### config.mk
export PLATFORM = sky130hd
export DESIGN_NAME = multicycle_ctrl
export DESIGN_NICKNAME = d
export VERILOG_FILES = /design/src/rtl/multicycle_ctrl.sv
export SDC_FILE = /design/constraint.sdc
export NUM_CORES = 1
export LEC_CHECK = 0
export CORE_ASPECT_RATIO = 0.9
export CORE_MARGIN = 1.5
export CORE_UTILIZATION = 43
export DETAILED_ROUTE_END_ITERATION = 16
export GPL_TIMING_DRIVEN = 0
export PLACE_DENSITY = 0.84
export SYNTH_ARGS = -nofsm -noshare
export SYNTH_HDL_FRONTEND = slang
export SYNTH_SLANG_ARGS = --single-unit
export TNS_END_PERCENT = 10
### constraint.sdc
create_clock -name clk -period 3.4 [get_ports clk]
set_input_delay 0.34 -clock clk [delete_from_list [all_inputs] [get_ports clk]]
set_output_delay 0.34 -clock clk [all_outputs]
set_load 0.05 [all_outputs]
### src/rtl/multicycle_ctrl.sv
// multicycle_ctrl: RV32I multicycle control FSM sequencing fetch/decode/execute/memory/writeback.
// Optional jalr support is enabled by defining MULTICYCLE_JALR_EN.
module multicycle_ctrl (
  input  logic       clk,
  input  logic       rst,
  input  logic [6:0] op,
  input  logic [2:0] funct3,
  input  logic       funct7b5,
  input  logic       zero,
  input  logic       mem_ready,
  output logic       mem_req,
  output logic       mem_write,
  output logic       adr_src,
  output logic       ir_write,
  output logic       pc_write,
  output logic       reg_write,
  output logic [1:0] result_src,
  output logic [1:0] alu_src_a,
  output logic [1:0] alu_src_b,
  output logic [2:0] alu_control,
  output logic [1:0] imm_src,
  output logic [3:0] state,
  output logic       illegal
);
  typedef enum logic [3:0] {
    S_FETCH    = 4'd0,
    S_DECODE   = 4'd1,
    S_MEMADR   = 4'd2,
    S_MEMREAD  = 4'd3,
    S_MEMWB    = 4'd4,
    S_MEMWRITE = 4'd5,
    S_EXECR    = 4'd6,
    S_EXECI    = 4'd7,
    S_ALUWB    = 4'd8,
    S_BRANCH   = 4'd9,
    S_JAL      = 4'd10,
    S_JALRADR  = 4'd11,
    S_JALR     = 4'd12,
    S_ILLEGAL  = 4'd15
  } state_t;
  localparam logic [6:0] OP_LW   = 7'b0000011;
  localparam logic [6:0] OP_SW   = 7'b0100011;
  localparam logic [6:0] OP_R    = 7'b0110011;
  localparam logic [6:0] OP_I    = 7'b0010011;
  localparam logic [6:0] OP_B    = 7'b1100011;
  localparam logic [6:0] OP_JAL  = 7'b1101111;
  localparam logic [6:0] OP_JALR = 7'b1100111;
  state_t     state_q, state_d, dec_next;
  logic       illegal_q;
  logic       alu_ok, br_ok, jalr_ok;
  logic [2:0] alu_dec;
  logic       mem_req_c, mem_write_c, adr_src_c, ir_write_c, pc_write_c, reg_write_c;
  logic [1:0] result_src_c, alu_src_a_c, alu_src_b_c, imm_src_c;
  logic [2:0] alu_control_c;
  assign alu_ok = (funct3 == 3'b000) || (funct3 == 3'b010) || (funct3 == 3'b110) || (funct3 == 3'b111);
  assign br_ok  = (funct3[2:1] == 2'b00);
`ifdef MULTICYCLE_JALR_EN
  assign jalr_ok = (op == OP_JALR) && (funct3 == 3'b000);
`else
  assign jalr_ok = 1'b0;
`endif
  assign alu_dec = (funct3 == 3'b000) ? ((op == OP_R && funct7b5) ? 3'b001 : 3'b000) :
                   (funct3 == 3'b010) ? 3'b101 :
                   (funct3 == 3'b110) ? 3'b011 :
                   (funct3 == 3'b111) ? 3'b010 : 3'b000;
  assign dec_next = (op == OP_LW || op == OP_SW) ? S_MEMADR :
                    (op == OP_R && alu_ok)       ? S_EXECR :
                    (op == OP_I && alu_ok)       ? S_EXECI :
                    (op == OP_B && br_ok)        ? S_BRANCH :
                    (op == OP_JAL)               ? S_JAL :
                    jalr_ok                      ? S_JALRADR : S_ILLEGAL;
  assign imm_src_c = (op == OP_SW) ? 2'b01 : (op == OP_B) ? 2'b10 : (op == OP_JAL) ? 2'b11 : 2'b00;
  always_comb begin
    state_d = state_q;
    case (state_q)
      S_FETCH:          state_d = mem_ready ? S_DECODE : S_FETCH;
      S_DECODE:         state_d = dec_next;
      S_MEMADR:         state_d = (op == OP_SW) ? S_MEMWRITE : S_MEMREAD;
      S_MEMREAD:        state_d = mem_ready ? S_MEMWB : S_MEMREAD;
      S_MEMWB:          state_d = S_FETCH;
      S_MEMWRITE:       state_d = mem_ready ? S_FETCH : S_MEMWRITE;
      S_EXECR, S_EXECI: state_d = S_ALUWB;
      S_ALUWB:          state_d = S_FETCH;
      S_BRANCH:         state_d = S_FETCH;
      S_JAL, S_JALR:    state_d = S_ALUWB;
      S_JALRADR:        state_d = S_JALR;
      S_ILLEGAL:        state_d = S_ILLEGAL;
      default:          state_d = S_FETCH;
    endcase
  end
  always_ff @(posedge clk or posedge rst) begin
    if (rst) begin
      state_q   <= S_FETCH;
      illegal_q <= 1'b0;
    end else begin
      state_q   <= state_d;
      illegal_q <= illegal_q | (state_d == S_ILLEGAL);
    end
  end
  always_comb begin
    mem_req_c     = 1'b0;
    mem_write_c   = 1'b0;
    adr_src_c     = 1'b0;
    ir_write_c    = 1'b0;
    pc_write_c    = 1'b0;
    reg_write_c   = 1'b0;
    result_src_c  = 2'b00;
    alu_src_a_c   = 2'b00;
    alu_src_b_c   = 2'b00;
    alu_control_c = 3'b000;
    case (state_q)
      S_FETCH: begin
        mem_req_c    = 1'b1;
        alu_src_b_c  = 2'b10;
        result_src_c = 2'b10;
        ir_write_c   = mem_ready;
        pc_write_c   = mem_ready;
      end
      S_DECODE: begin
        alu_src_a_c = 2'b01;
        alu_src_b_c = 2'b01;
      end
      S_MEMADR, S_JALRADR: begin
        alu_src_a_c = 2'b10;
        alu_src_b_c = 2'b01;
      end
      S_MEMREAD: begin
        mem_req_c = 1'b1;
        adr_src_c = 1'b1;
      end
      S_MEMWB: begin
        result_src_c = 2'b01;
        reg_write_c  = 1'b1;
      end
      S_MEMWRITE: begin
        mem_req_c   = 1'b1;
        mem_write_c = 1'b1;
        adr_src_c   = 1'b1;
      end
      S_EXECR: begin
        alu_src_a_c   = 2'b10;
        alu_control_c = alu_dec;
      end
      S_EXECI: begin
        alu_src_a_c   = 2'b10;
        alu_src_b_c   = 2'b01;
        alu_control_c = alu_dec;
      end
      S_ALUWB: reg_write_c = 1'b1;
      S_BRANCH: begin
        alu_src_a_c   = 2'b10;
        alu_control_c = 3'b001;
        pc_write_c    = funct3[0] ? ~zero : zero;
      end
      S_JAL, S_JALR: begin
        alu_src_a_c = 2'b01;
        alu_src_b_c = 2'b10;
        pc_write_c  = 1'b1;
      end
      default: ;
    endcase
  end
  // Reset overrides everything, including the FETCH request the reset state would otherwise raise.
  assign mem_req     = mem_req_c & ~rst;
  assign mem_write   = mem_write_c & ~rst;
  assign adr_src     = adr_src_c & ~rst;
  assign ir_write    = ir_write_c & ~rst;
  assign pc_write    = pc_write_c & ~rst;
  assign reg_write   = reg_write_c & ~rst;
  assign result_src  = rst ? 2'b00 : result_src_c;
  assign alu_src_a   = rst ? 2'b00 : alu_src_a_c;
  assign alu_src_b   = rst ? 2'b00 : alu_src_b_c;
  assign alu_control = rst ? 3'b000 : alu_control_c;
  assign imm_src     = rst ? 2'b00 : imm_src_c;
  assign illegal     = illegal_q & ~rst;
  assign state       = state_q;
endmodule

Word-level counts from Yosys, hierarchy flattened --
Index checks and enable logic that the tools add are counted.
Operators by class: equality and inequality tests 23, multiplexer cells 34, bitwise operators 10, reductions and logical operators 21
Operators by type and width (count):
- 4-bit case mux with 8 select lines | 1
- 4-bit == test (second input constant) | 7
- 3-bit two-way mux | 8
- 2-bit two-way mux | 9
- 4-bit by 3-bit == test with 1-bit output (second input constant) | 4
- 7-bit by 6-bit == test with 1-bit output (second input constant) | 2
- 7-bit == test (second input constant) | 2
- 4-bit two-way mux | 3
- 2-bit case mux with 2 select lines | 3
- 3-bit OR reduction | 3
- 4-bit by 2-bit == test with 1-bit output (second input constant) | 2
- 1-bit two-way mux | 8
- 2-bit OR reduction | 4
- 4-bit OR reduction | 2
- 1-bit AND | 7
- 7-bit by 2-bit == test with 1-bit output (second input constant) | 1
- 7-bit by 5-bit == test with 1-bit output (second input constant) | 1
- 3-bit == test (second input constant) | 2
- 3-bit case mux with 2 select lines | 1
- 5-bit OR reduction | 1
- 4-bit by 1-bit == test with 1-bit output (second input constant) | 1
- 1-bit logical AND | 4
- 4-bit logical NOT | 1
- 1-bit logical OR | 4
- other kinds (6) | 7
Word-level totals: register bits after elaboration 5, word-level logic and storage cells 90

Logic depth before layout (Yosys ltp) --
word-level depth 11, mapped depth 6, depth with buffers taken out 5

Worst setup path before layout --
No wires, ideal clock.
path kind register to output, from reg state_q[1], in the netlist state[1], to out mem_req, data arrival time 2.704 ns, slack 0.356 ns, stages on the path, launching flop included 5, cell sequence dfrtp_1 > buf_6 > or3_1 > nor3_1 > or2_2
On the way: cells in the longest elaborated chain, start to end 4
Ends and longest elaborated chain:
- from (decl) | line 48 | state_t state_q, state_d, dec_next;
- from (signal assigned) | line 96 | state_q <= state_d;
- 4-bit by 3-bit == test with 1-bit output, or another cell as far along | line 111 | case (state_q)
- 3-bit OR reduction (no line) (*)
- 1-bit two-way mux (*) | line 111
- 1-bit AND (*) | line 164 | assign mem_req = mem_req_c & ~rst;
- to (decl) | line 11 | output logic mem_req,
Mark *: on every way between the ends. The rest lies on a longest branch, timed or not.

Worst setup path in the final report --
from reg state_q[0], in the netlist state[0], to out alu_src_b[0]
On the way: cells in the longest elaborated chain, start to end 4
Ends and longest elaborated chain:
- 4-bit by 3-bit == test with 1-bit output, or another cell as far along | line 111
- 4-bit OR reduction (no line) / 3-bit OR reduction (equally long branches)
- 2-bit case mux with 2 select lines (*) | line 111
- 2-bit two-way mux (*) | line 172 | assign alu_src_b = rst ? 2'b00 : alu_src_b_c;
- to (decl) | line 19 | output logic [1:0] alu_src_b,
Marks and branches as above.

==> summary.txt <==
Finish
  • P&R area growth vs syn: 54.0%
  • Most frequent cells in the layout: clkdlybuf4s50_1, nor2_1, nand2_1
  • Commonest non-fill, non-tap cell in the layout: clkdlybuf4s50_1
  • Fin nets: 168
  • N_diodes: 0
  • Fill cells: 152
  • Fraction of layout cells with a size suffix above 1: 9.87%

Timing
  • Final setup viols: 0
  • Setup_tns: 0 ns
  • Final period utilization: 86.3%
  • Max transition margin: 65.9%
  • Slew Limit Fails: 0
  • Clock Skew: 0.00762 ns
  • PnR worst setup slack: 0.466 ns
  • Fmax: 0.341 GHz
  • RSZ-0062 raised after global routing: false
  • Hold Vio Cnt, Final: 0
  • Fin crit period: 2.93 ns
  • Worst Max-Slew Pin Slew: 0.510 ns

CTS
  • Reg clk slew, reported paths: 0.05 ns
  • H-tree depth: 1
  • CTS sink cnt: 5
  • Clock Latency Late Sink: 0.24 ns
  • Root buffer cell: clkbuf_4
  • # hold bufs at CTS: 0
  • Clock buffer count from CTS: 3
  • CTS tree: built
  • Clock Path Buffers: 2
  • Post-CTS Setup Bufs: 0

Pwr
  • Switching power: 0.000543 W
  • Cell internal pwr: 0.000431 W
  • Sw frac: 55.8%
  • Combinational Power Share: 82.7%
  • P per Cell Area: 815 nW/um^2
  • Static leakage: 0.457 nW
  • Flop pwr share: 10.4%
  • Max VDD drop: 0.683 mV
  • Clock group share of total power: 7.0%

Place
  • Gp weighted congestion: 0.927
  • Post-place setup slack: 0.0878 ns
  • HPWL after detailed placement: 1770 um
  • Port Buffers: 36

Run status
  • Status: complete, no violations

Critical path
  • Cell repeated most along the worst path: clkbuf_1
  • CP required: 3.06 ns
  • Worst setup SP type: flop
  • Critical Path Max Stage Delay: 0.79 ns
  • CP Capture Type: output port
  • Worst-path fanout max: 10
  • Crit path DAT: 2.59 ns
  • CP max stage cell: clkdlybuf4s50_1
  • Crit path kind: flop to output port
  • CP Cell Sequence: clkbuf_1 > clkbuf_1 > xnor2_1 > a21oi_1 > o22ai_1 > and2_1 > clkdlybuf4s50_1

Synth
  • Post-synth cell types: 41
  • Number of synthesized register bits: 5
  • Post-synthesis sequential area ratio: 16.1%
  • Post-synthesis cell area: 776 um^2
  • Yosys top cell by area: dfrtp_1
  • Simple logic cell fraction of the synthesized area: 39.5%
  • Largest family of logic cells by synthesized area: simple AND/OR/NAND/NOR gates
  • Yosys top cell area share: 16.1%
  • Complex-gate fraction of the synthesized area: 26.8%
  • Top post-synthesis cells by area: dfrtp_1, a21oi_1, nor2_1
  • Post-Synth XOR/XNOR Area: 4.52%
  • Ys async rst share: 100%
  • Post-Synth Adder-Cell Area: 0%
  • Post-Synthesis Cells: 112
  • Synth Flop Type: dfrtp_1
  • Post-synth EDFFs: 0
  • Synthesized Nets: 127
  • Mux contribution to synthesized area: 0%
  • Syn avg cell area: 6.93 um^2
  • Yosys warnings: 0

Global route
  • First-pass GRT wire length: 3520 um
  • GR Util All Layers: 22.8%
  • Largest net degree at the start of global routing: 11
  • Antenna violations before repair: 0
  • Congestion Overflow GR: 0
  • Vias in the first global route: 861

Detailed routing
  • Final wirelength: 2220 um
  • Vias post-DR: 994
  • DRC Markers: 0
  • Post-DRT Antenna Nets: 0
  • Vias per inst: 5.65
  • Iter 0 DRT Violations: 22
  • Routed len/inst: 12.6 um
  • Initial DRT Pass Iterations: 4

Floorplan
  • Die area: 2070 um^2
  • Core area: 1680 um^2
  • IO Pins: 37
  • Die Ht: 43.3 um
  • Die Wd: 47.8 um
  • Floorplan row count: 14
  • Initial core utilization: 46.1%

Hold path
  • Worst Hold Class: flop to flop

Run
  • Max_cap viols: 0
sequential cells by signal, indices dropped and copies added (netlist names):
| name | flops |
|---|---|
| state | 4 |
| illegal_q | 1 |
cell usage after synthesis (2+ instances only):
cell	count
nand3_1	4
a21oi_1	9
nand2_1	11
nor4_1	3
a211oi_1	3
xor2_1	2
nor3_1	6
clkbuf_1	4
nor2b_1	4
or2_2	2
clkbuf_8	3
o32a_1	2
dfrtp_1	5
nor2_1	12
nand2b_1	3
buf_6	2
inv_1	6
o21ai_0	4
a31oi_1	3
xnor2_1	2
a31o_2	2
routing by layer:
layer	global-route usage [%]	vias to the layer above	wire (um)
met2	37.6	42	1140
met5	0	-	0
met4	5.41	0	14
met1	30.3	462	947
met3	3.83	2	126
li1	-	488	-
what timing repair did:
action                     in CTS  in global routing
setup endpoints to repair       0                  1
hold endpoints to repair        0                  0
resized for setup               0                  1
kinds of logic (layout without fill, tap and decap cells):
family / count (synthesis) / count (layout)
AOI/OAI and AO/OA: 31 / 31
buffers and inverters: 15 / 55
DFF: 5 / 5
and+or+nand+nor: 57 / 57
xor gates and xnor gates: 4 / 4
power by group through the flow:
stage,Combinational (W),Sequential [W],Clock [W]
after floorplan,0.000514,0.000168,0
after global placement,0.000785,0.000101,0
after detailed placement,0.000796,0.000102,0
after CTS,0.000799,0.000101,0.0000689
after global routing,0.000855,0.000104,0.0000730
final,0.000805,0.000101,0.0000677
worst max-delay path, delay by kind of cell, from the launching register on:
kind | cells | cell delay (ns)
AO/OA/AOI/OAI | 2 | 0.23
XOR/XNOR | 1 | 0.18
buffers and inverters | 3 | 1.46
flip-flops | 1 | 0.33
AND/OR/NAND/NOR | 1 | 0.14
worst paths after layout:
check / depth (start not counted) / from / to / slack [ns]
setup / recovery: 7 / state[0] / alu_src_b[0] / 0.47
hold / removal: 1 / illegal_q / illegal_q / 0.47
setup reg to reg: 5 / state[0] / illegal_q / 1.64
hold reg to reg: 1 / illegal_q / illegal_q / 0.47
max in group asynchronous: 3 / rst / state[1] / 2.66
min in group asynchronous: 3 / rst / state[2] / 0.53
through the flow:
step | instance area [um^2] | util, % | power [W] | cells | hold WS, ns
after floorplan | 776 | - | 0.000682 | 112 | 0.256
after global placement | 1170 | 69.3 | 0.000886 | 172 | 0.445
after global routing | 1190 | 71.1 | 0.00103 | 176 | 0.484
final | 1190 | 71.1 | 0.000974 | 176 | 0.466
after detailed placement | 1170 | 69.3 | 0.000898 | 172 | 0.454
after CTS | 1190 | 70.9 | 0.000969 | 176 | 0.472
cell type report:
class / count / area, um^2 / share of cell area (%)
clock buffer: 4 / 26.3 / 2.20
multi-input combinational: 92 / 549 / 46.0
inverter: 6 / 22.5 / 1.88
timing repair buffer: 36 / 363 / 30.4
tap: 24 / 30.0 / 2.51
buffer: 9 / 78.8 / 6.60
sequential: 5 / 125 / 10.5
(Power assumes the default switching activity.)
